--- src/rtl/branch_resolver.sv ---
// Branch resolution stage: evaluates up to LANES conditional branches per cycle, flags the oldest
// mispredict with its correct PC, and trains a 2-bit history table. Optional BR_PERF_CNT_EN adds perf_mispred.
module branch_resolver #(
    parameter int LANES   = 2,
    parameter int XLEN    = 32,
    parameter int BHT_IDX = 6
) (
    input  logic                       clk,
    input  logic                       rst,
    input  logic                       mode,
    input  logic                       stall,
    input  logic [LANES-1:0]           in_valid,
    input  logic [3*LANES-1:0]         branch_type,
    input  logic [LANES-1:0]           eq,
    input  logic [LANES-1:0]           slt,
    input  logic [LANES-1:0]           ult,
    input  logic [LANES-1:0]           pred_taken,
    input  logic [BHT_IDX*LANES-1:0]   pc_idx,
    input  logic [XLEN*LANES-1:0]      target,
    input  logic [XLEN*LANES-1:0]      fallthru,
    input  logic [BHT_IDX*LANES-1:0]   lookup_idx,
    output logic [LANES-1:0]           lookup_pred,
    output logic [LANES-1:0]           out_valid,
    output logic [LANES-1:0]           out_taken,
    output logic                       mispredict,
    output logic [XLEN-1:0]            redirect_pc
`ifdef BR_PERF_CNT_EN
    ,
    output logic [15:0]                perf_mispred
`endif
);

    localparam int ENTRIES = 2 ** BHT_IDX;

    logic [LANES-1:0]         out_valid_q, out_valid_d;
    logic [LANES-1:0]         out_taken_q, out_taken_d;
    logic                     mispredict_q, mispredict_d;
    logic [XLEN-1:0]          redirect_q, redirect_d;
    logic [BHT_IDX*LANES-1:0] idx_q;
    logic [1:0]               bht_q [ENTRIES];
    logic [1:0]               bht_d [ENTRIES];
    logic [LANES-1:0]         lane_vld;
    logic [LANES-1:0]         taken_c;
    logic                     found;

    function automatic logic eval_taken(input logic [2:0] bt, input logic e, input logic s,
                                        input logic u);
        case (bt)
            3'b000:  eval_taken = e;
            3'b001:  eval_taken = !e;
            3'b010:  eval_taken = s;
            3'b011:  eval_taken = !s;
            3'b100:  eval_taken = u;
            3'b101:  eval_taken = !u;
            default: eval_taken = 1'b0;
        endcase
    endfunction

    function automatic logic [1:0] sat_update(input logic [1:0] cnt, input logic tk);
        if (tk) sat_update = (cnt == 2'b11) ? 2'b11 : cnt + 2'b01;
        else    sat_update = (cnt == 2'b00) ? 2'b00 : cnt - 2'b01;
    endfunction

    // Resolve: walk lanes oldest-first; everything younger than the first mispredict is dropped.
    always_comb begin
        lane_vld     = '0;
        taken_c      = '0;
        found        = 1'b0;
        out_valid_d  = '0;
        out_taken_d  = '0;
        mispredict_d = 1'b0;
        redirect_d   = redirect_q;
        for (int i = 0; i < LANES; i++) begin
            lane_vld[i] = in_valid[i] & ((i == 0) | !mode);
            taken_c[i]  = eval_taken(branch_type[3*i +: 3], eq[i], slt[i], ult[i]);
            if (!found && lane_vld[i]) begin
                out_valid_d[i] = 1'b1;
                out_taken_d[i] = taken_c[i];
                if (taken_c[i] != pred_taken[i]) begin
                    found        = 1'b1;
                    mispredict_d = 1'b1;
                    redirect_d   = taken_c[i] ? target[XLEN*i +: XLEN] : fallthru[XLEN*i +: XLEN];
                end
            end
        end
        // A registered mispredict means the current inputs are wrong-path work.
        if (mispredict_q) begin
            out_valid_d  = '0;
            out_taken_d  = '0;
            mispredict_d = 1'b0;
            redirect_d   = redirect_q;
        end
    end

    // History training from the registered stage; lane 0 is applied last so it wins collisions.
    always_comb begin
        bht_d = bht_q;
        for (int i = LANES - 1; i >= 0; i--) begin
            if (out_valid_q[i])
                bht_d[idx_q[BHT_IDX*i +: BHT_IDX]] =
                    sat_update(bht_q[idx_q[BHT_IDX*i +: BHT_IDX]], out_taken_q[i]);
        end
    end

    always_ff @(posedge clk or posedge rst) begin
        if (rst) begin
            out_valid_q  <= '0;
            out_taken_q  <= '0;
            mispredict_q <= 1'b0;
            redirect_q   <= '0;
            idx_q        <= '0;
            for (int e = 0; e < ENTRIES; e++) bht_q[e] <= 2'b01;
        end else if (!stall) begin
            out_valid_q  <= out_valid_d;
            out_taken_q  <= out_taken_d;
            mispredict_q <= mispredict_d;
            redirect_q   <= redirect_d;
            idx_q        <= pc_idx;
            bht_q        <= bht_d;
        end
    end

    always_comb begin
        lookup_pred = '0;
        for (int i = 0; i < LANES; i++)
            lookup_pred[i] = bht_q[lookup_idx[BHT_IDX*i +: BHT_IDX]][1];
    end

    assign out_valid   = out_valid_q;
    assign out_taken   = out_taken_q;
    assign mispredict  = mispredict_q;
    assign redirect_pc = redirect_q;

`ifdef BR_PERF_CNT_EN
    logic [15:0] perf_q;

    always_ff @(posedge clk or posedge rst) begin
        if (rst)
            perf_q <= '0;
        else if (!stall && mispredict_q && (perf_q != 16'hFFFF))
            perf_q <= perf_q + 16'd1;
    end

    assign perf_mispred = perf_q;
`endif

endmodule

--- config.mk ---
export PLATFORM = sky130hd
export DESIGN_NAME = branch_resolver
export DESIGN_NICKNAME = d
export VERILOG_FILES = /design/src/rtl/branch_resolver.sv
export SDC_FILE = /design/constraint.sdc
export NUM_CORES = 1
export LEC_CHECK = 0
export CORE_UTILIZATION = 40
export CTS_CLUSTER_SIZE = 30
export DETAILED_ROUTE_END_ITERATION = 7
export MAX_ROUTING_LAYER = met4
export PLACE_DENSITY = 0.64
export REMOVE_ABC_BUFFERS = 1
export SYNTH_ARGS = -nofsm -noshare
export SYNTH_HDL_FRONTEND = slang
export SYNTH_SLANG_ARGS = --single-unit
--- constraint.sdc ---
create_clock -name clk -period 6.1 [get_ports clk]
set_clock_uncertainty 0.05 [all_clocks]
set_input_delay 1.22 -clock clk [delete_from_list [all_inputs] [get_ports clk]]
set_output_delay 1.22 -clock clk [all_outputs]
set_load 0.05 [all_outputs]
# [Yosys cells after proc, flatten, opt, wreduce, memory -nomap -nowiden]
# Cells that the tools add are included.
[totals] register_bits=177 word_cells=163 in_bits=172 out_inout_bits=39
[op_classes] n_addsub=4 bitwise=7 mux=47 reduce_logical=16 eq_ne=14 n_lt_le_gt_ge=6
[ops] operator="$bwmux W128" n=2
[ops] operator="$mux W128" n=2
[ops] operator="$mux W32" n=6
[ops] operator="$bmux W2 S6" n=4
[ops] operator="$mux W2" n=20
[ops] operator="$ge A7 B7 Y1 const B" n=4
[ops] operator="$not A6 Y7" n=4
[ops] operator="$demux W2 S6" n=2
[ops] operator="$lt A7 B1 Y1 const B" n=2
[ops] operator="$eq A3 B2 Y1 const B" n=4
[ops] operator="$eq A3 B3 Y1 const B" n=4
[ops] operator="$pmux W1 S6" n=2
[ops] operator="$mux W1" n=9
[ops] operator="$logic_not A1 Y1" n=8
[ops] operator="$eq A3 B1 Y1 const B" n=2
[ops] operator="$logic_not A3 Y1" n=2
[ops] operator="$add A2 B1 Y2 const B" n=2
[ops] operator="$eq A2 B2 Y1 const B" n=2
[ops] operator="$logic_not A2 Y1" n=2
[ops] operator="$sub A2 B1 Y2 const B" n=2
[ops] operator="$logic_and A1 B1 Y1" n=3
[ops] operator="$ne A1 B1 Y1" n=2
[ops] operator="$not A1 Y1" n=2
[ops] operator="$reduce_and A2 Y1" n=1
[ops] operator="$and A1 B1 Y1" n=1

# [Longest topological paths before layout]
# Gate-level depths: netlist (run 1).
[logic_depth] ltp_word=12 ltp_mapped=14 depth_no_buf=8

# [Worst setup path before layout (run 1)]
# Ideal clock, no wire load.
[synth_path] path_kind="in2out" from="in lookup_idx[0]" to="out lookup_pred[0]" slack_ns=1.061 t_arrival_ns=3.769 n_path_buf=2 required_time_ns=4.830 stages=5 path_cell_list="clkbuf_1 > buf_1 > mux4_2 > mux4_2 > mux4_2"
[synth_between] elab_chain_len=4
[synth_rtl] item="start, declared" line_no="21" text="input logic [BHT_IDX*LANES-1:0] lookup_idx,"
[synth_rtl] item="$not A6 Y7 (not written as such)" line_no="126" text="lookup_pred[i] = bht_q[lookup_idx[BHT_IDX*i +: BHT_IDX]][1];"
[synth_rtl] item="$bmux W2 S6" line_no="126"
[synth_rtl] item="$mux W2 (not written as such) (2 in a row)" line_no="126"
[synth_rtl] item="end, declared" line_no="22" text="output logic [LANES-1:0] lookup_pred,"
# Every way passes these cells. The select of a mux whose other input is x is not followed.

# [Worst setup path in the final report (run 1)]
[layout_path] from="in lookup_idx[1]" to="out lookup_pred[0]"
# Same word-level chain as after synthesis.

==> results of run 1 <==
## registers in the layout (all words and copies together), names as in the netlist
| register | flops |
|---|---|
| redirect_pc | 32 |
| idx_q | 12 |
| out_valid | 2 |
| bht_q | 128 |
| out_taken | 2 |
| mispredict | 1 |
## placed cells by master, fill, tap and decap left out, types with 6 or more instances in the layout
cell             count
o22ai_1            101
o31ai_1             16
nand2_1            121
inv_1               10
nor2_1             206
a221oi_2             7
a211oi_1            58
clkdlybuf4s50_1    207
mux4_2              64
and3_1              13
a21oi_1             92
o32ai_1             27
a22o_1              32
nor2b_1             18
and2_1               7
nand2b_1             7
o21ai_0             28
or2_2                9
nor4_1              10
or3_1               17
clkbuf_16           17
dfrtp_1            110
nor3_1              84
o221ai_1            10
nand3_1             33
o2bb2ai_1           13
dfstp_2             64
a31oi_1              6
a22oi_1             18
mux2i_1             96
nand3b_1             6
mux2_2              25
buf_4               55
a221oi_1            55
## routing by layer
layer  track usage (%)  wire, um  vias up
met5                 -         0        -
met4              28.5      6270        0
met3              13.4     10200      360
met2              58.6     30500     1456
met1              48.9     25900     7824
li1                  -         -     6634
## cells by family (layout without fill, tap and decap cells)
| logic type | after synthesis | after routing | share of synthesized area (%) |
|---|---|---|---|
| other | 0 | 4 | 0 |
| muxes | 188 | 188 | 18.7 |
| AOI/OAI and AO/OA | 513 | 513 | 25.7 |
| DFF | 177 | 177 | 31.1 |
| buffers and inverters | 147 | 310 | 5.00 |
| adders and majority gates | 1 | 1 | 0.0690 |
| xor gates and xnor gates | 6 | 6 | 0.362 |
| and+or+nand+nor | 578 | 578 | 19.1 |
## critical path: cells and delay by family
family	cells	cell delay [ns]
multiplexers	3	1.55
buffers and inverters	2	1.18
## area by class of cell
type / instances / area, um^2
tap: 461 / 577
inverter: 15 / 63.8
multi-input combinational: 1286 / 9310
clock buffer: 18 / 439
fill: 3413 / 18000
sequential: 177 / 4510
antenna: 4 / 10.0
timing repair buffer: 263 / 2500
clock inverter: 14 / 190
## worst paths after layout
| kind | to | cells past startpoint |
|---|---|---|
| worst max-delay path | lookup_pred[0] | 5 |
| worst min-delay path | out_taken[1] | 2 |
| worst max register to register | bht_q[42] | 8 |
| worst min register to register | out_taken[1] | 2 |
| max in group asynchronous | bht_q[86] | 3 |
| min in group asynchronous | redirect_pc[17] | 2 |
## through the flow
stage	power, uW	hold WS, ns	instances	area (um^2)
2_1_floorplan	3670	0.444	1478	13800
3_3_place_gp	4830	0.417	2202	17000
3_5_place_dp	4860	0.429	2202	17000
4_1_cts	6070	0.449	2234	17600
5_1_grt	6360	0.482	2237	17600
6_report	6180	0.445	2238	17600
## power groups by stage
stage	registers [uW]	clock network, uW	logic (uW)
after floorplan	2280	0	1390
after global placement	2290	0	2540
after detailed placement	2290	0	2580
after CTS	2280	1220	2580
after global routing	2340	1260	2760
final	2340	1210	2630
==> results.json, run 1 <==
{
  "outcome": "finished with violations",
  "violations": "design-rule violations",
  "htree_levels": 4,
  "finalSetupViolCount": 0,
  "net-switching-power_uw": 2760,
  "grt_pass1_wl_mm": 106,
  "dieHeight_um": 192,
  "antenna_found_initial": 3,
  "routedWlPerCell_um": 32.6,
  "crit_path_start_kind": "primary input",
  "layout_min_cycle_time_ns": 5.22,
  "tightest_slew_ns": 1.24,
  "cellLeakagePower_uw": 0.00628,
  "cp_slowest_cell": "clkdlybuf4s50_1",
  "hold_class": "reg -> reg",
  "synth_edf_count": 0,
  "crit_type": "in -> out",
  "yosysSeqAreaShare_pct": 31.1,
  "overflow": 0,
  "dr.pass1.iters": 8,
  "maxCapViolCount": 0,
  "ys.warnings.count": 0,
  "initial_utilization_pct": 40.7,
  "internal-power_uw": 3420,
  "p_seq_share_pct": 37.8,
  "synthesis.area_um2": 14500,
  "slew_violations": 0,
  "fmax_mhz": 191,
  "finalHoldViolCount": 0,
  "fin_crit_sh_pct": 85.6,
  "grt_pass1_vias": 15900,
  "avgSynthCellArea_um2": 9.01,
  "yosys-top-cells-area": "dfrtp_1 (19%), dfstp_2 (12%), mux4_2 (9.9%)",
  "die_area_um2": 37000,
  "critPathArrivalTime_ns": 3.95,
  "relSlewSlack_pct": 17.2,
  "drc": 16,
  "rsz0062_at_grt": "false",
  "core-area_um2": 35700,
  "vias": 16300,
  "cts_resized": 0,
  "end_kind": "output port",
  "crit_chain": "clkdlybuf4s50_1 -> mux4_2 -> mux4_2 -> mux4_2 -> buf_4",
  "cts.sinks": 177,
  "final_antenna_net_count": 0,
  "utilization_pct": 49.4,
  "place_congestion": 1.08,
  "postCtsSetupBuffers": 0,
  "critPathMaxFanout": 16,
  "cts_buffer_depth": 2,
  "r2r_slack_ns": 1.27,
  "cp.required_ns": 4.83,
  "syn_inst": 1610,
  "synth.most_common_cell": "nor2_1",
  "synthArstFlopShare_pct": 100,
  "peakVddDrop_v": 0.000171,
  "min_from": "out_taken[1]",
  "cts_root_buffer": "clkbuf_16",
  "clk_pin_slew_worst_paths_ns": 0.07,
  "yosysTopAreaCell": "dfrtp_1",
  "reg2reg_from": "idx_q[1]",
  "yosysTopAreaCellShare_pct": 19.5,
  "grt_use_total_pct": 41.1,
  "numCtsBuffers": 17,
  "port_buffers": 210,
  "swShare_pct": 44.6,
  "grt_max_degree": 113,
  "slowest_delay_ns": 0.98,
  "ios": 211,
  "pwr-share-comb_pct": 42.6,
  "setup_tns_ns": 0,
  "hpwl_mm": 52.5,
  "num_rows": 69,
  "pwr-share-clk_pct": 19.6,
  "die_width_um": 192,
  "netlist_top_cells_count": "nor2_1 (209), nand2_1 (121), dfrtp_1 (113)",
  "worst_slack_ns": 0.878,
  "vias_per_cell": 7.27,
  "clk_latency_ns": 0.47,
  "pre_cts_slack_ns": 0.908,
  "synth.distinct_cells": 84,
  "cts_hold_repair.buffers": 0,
  "areaGrowthSynthToFinish_pct": 21.4,
  "routed_wirelength_mm": 72.9,
  "cts_tree": "built",
  "powerDensity_nw_per_um2": 351,
  "layout-drive-gt1-share_pct": 16.9,
  "synthFlopType": "dfrtp_1",
  "drtIter0Drc": 2362,
  "crit_start": "lookup_idx[1]",
  "ys_ff_latch": 177,
  "nets": 1932,
  "path_common_cell": "mux4_2"
}
No activity file was read; power rests on OpenSTA's default activity.
==> run 2, diff against run 1 <==
--- a/config.mk
+++ b/config.mk
@@ -10,7 +10,6 @@
 export DETAILED_ROUTE_END_ITERATION = 7
 export MAX_ROUTING_LAYER = met4
 export PLACE_DENSITY = 0.64
-export REMOVE_ABC_BUFFERS = 1
 export SYNTH_ARGS = -nofsm -noshare
 export SYNTH_HDL_FRONTEND = slang
 export SYNTH_SLANG_ARGS = --single-unit
==> run 2 against run 1 <==
  * The flow still finishes with violations (design-rule violations)
  * Clock power decreased by 5%
  * Sequential cell count unchanged
  * Sequential power about the same
  * Setup slack improved by 0.077 ns
  * Power decreased by 0.68%
  * Wire length increased by 2.5%
  * Sequential share of layout area increased by 0.18 points
  * Fmax increased by 1.5%
  * Global-route usage increased by 0.41 points
  * Clock-buffer cell count unchanged
  * Die area unchanged
  * Final area decreased by 0.70%
  * Largest cell class unchanged
==> results.json, run 2 (synthesized netlist as in run 1, its figures left out) <==
{
  "outcome": "finished with violations",
  "violations": "design-rule violations",
  "postCtsSetupBuffers": 0,
  "overflow": 0,
  "cts_root_buffer": "clkbuf_16",
  "grt_max_degree": 90,
  "fin_crit_sh_pct": 84.3,
  "die_width_um": 192,
  "num_rows": 69,
  "ios": 211,
  "vias": 16400,
  "critPathMaxFanout": 10,
  "htree_levels": 4,
  "end_kind": "output port",
  "vias_per_cell": 7.39,
  "clk_pin_slew_worst_paths_ns": 0.08,
  "cellLeakagePower_uw": 0.00619,
  "cts.sinks": 177,
  "core-area_um2": 35700,
  "dieHeight_um": 192,
  "tightest_slew_ns": 1.13,
  "critPathArrivalTime_ns": 3.88,
  "top_register": "bht_q",
  "dr.pass1.iters": 8,
  "cts_hold_repair.buffers": 0,
  "layout_min_cycle_time_ns": 5.15,
  "nets": 1918,
  "routed_wirelength_mm": 74.7,
  "areaGrowthSynthToFinish_pct": 20.6,
  "clk_latency_ns": 0.48,
  "drtIter0Drc": 2580,
  "finalHoldViolCount": 0,
  "setup_tns_ns": 0,
  "cts_resized": 0,
  "crit_type": "in -> out",
  "rsz0062_at_grt": "false",
  "syn-num-nets": 1782,
  "crit_path_start_kind": "primary input",
  "placed_cell_area_um2": 16900,
  "cp.required_ns": 4.83,
  "grt_use_total_pct": 41.5,
  "grt_pass1_vias": 15400,
  "fmax_mhz": 194,
  "largest_reg_flops": 128,
  "filler_cell_count": 3428,
  "cts_buffer_depth": 2,
  "final_area_um2": 17500,
  "hold_class": "reg -> reg",
  "layout-drive-gt1-share_pct": 16.3,
  "slew_violations": 0,
  "maxCapViolCount": 0,
  "initial_utilization_pct": 40.7,
  "grt_pass1_wl_mm": 106,
  "finalSetupViolCount": 0,
  "peakVddDrop_v": 0.000225,
  "routedWlPerCell_um": 33.6,
  "powerDensity_nw_per_um2": 351,
  "cts_tree": "built",
  "layout_commonest_cell": "clkdlybuf4s50_1",
  "relSlewSlack_pct": 24.3,
  "port_buffers": 210,
  "drc": 12,
  "numCtsBuffers": 17,
  "antenna_found_initial": 6,
  "final_antenna_net_count": 0,
  "place_congestion": 1.10,
  "hpwl_mm": 52.2,
  "die_area_um2": 37000,
  "mostFrequentLayoutCells": "clkdlybuf4s50_1 (207), nor2_1 (205), nand2_1 (121)"
}
==> run 2: cell count changes in the layout (fill, tap and decap cells not counted), moves of 2 or more <==
cell | previous run | this run
buf_4 | 55 | 40
bufinv_16 | 2 | 0
clkinv_4 | 3 | 1
clkinv_8 | 2 | 4
diode_2 | 4 | 6
inv_6 | 3 | 7
inv_8 | 5 | 3
==> run 2: area by class of cell <==
type | instances | area (um^2) | share of cell area [%]
timing repair buffer | 249 | 2410 | 13.8
antenna | 6 | 15.0 | 0.0859
multi-input combinational | 1286 | 9320 | 53.3
sequential | 177 | 4510 | 25.8
tap | 461 | 577 | 3.30
clock inverter | 14 | 160 | 0.916
inverter | 15 | 61.3 | 0.351
clock buffer | 18 | 429 | 2.45
==> run 2: worst paths after layout <==
| path | slack, ns | depth (start not counted) | startpoint | end |
|---|---|---|---|---|
| worst min-delay path | 0.46 | 1 | redirect_pc[25] | redirect_pc[25] |
| min in group asynchronous | 1.22 | 2 | rst | redirect_pc[27] |
| worst max-delay path | 0.95 | 6 | lookup_idx[7] | lookup_pred[1] |
| worst min register to register | 0.46 | 1 | redirect_pc[25] | redirect_pc[25] |
| worst max register to register | 1.34 | 9 | idx_q[7] | bht_q[54] |
| max in group asynchronous | 3.71 | 3 | rst | idx_q[7] |
==> run 2: stage by stage <==
stage               total power (uW)  hold WS, ns  util [%]  instances  setup slack (ns)
floorplan                       3760        0.444         -       1610             0.134
global placement                4830        0.437      47.4       2188              1.12
detailed placement              4860        0.443      47.4       2188             0.973
CTS                             5990        0.466      49.0       2220             0.969
global route                    6270        0.473      49.0       2226             0.923
finish                          6140        0.462      49.0       2226             0.955
==> run 2: worst max-delay path: stages <==
cell and delay [ns]:
clkdlybuf4s50_1 0.67, buf_4 0.27, mux4_2 0.54, mux4_2 0.50
mux4_2 0.46, buf_4 0.20
==> run 2: report_power, final <==
| part | internal [uW] | switching [uW] |
|---|---|---|
| logic | 1120 | 1500 |
| clock network | 552 | 595 |
| registers | 1650 | 722 |
| total | 3330 | 2810 |
==> run 2: layer usage <==
layer,GRT usage [%],vias to the layer above,part of all wire (%)
li1,-,6597,-
met1,49.2,7908,35
met2,57.2,1550,41
met3,16.0,394,16
met4,29.5,0,8.5
met5,-,-,0
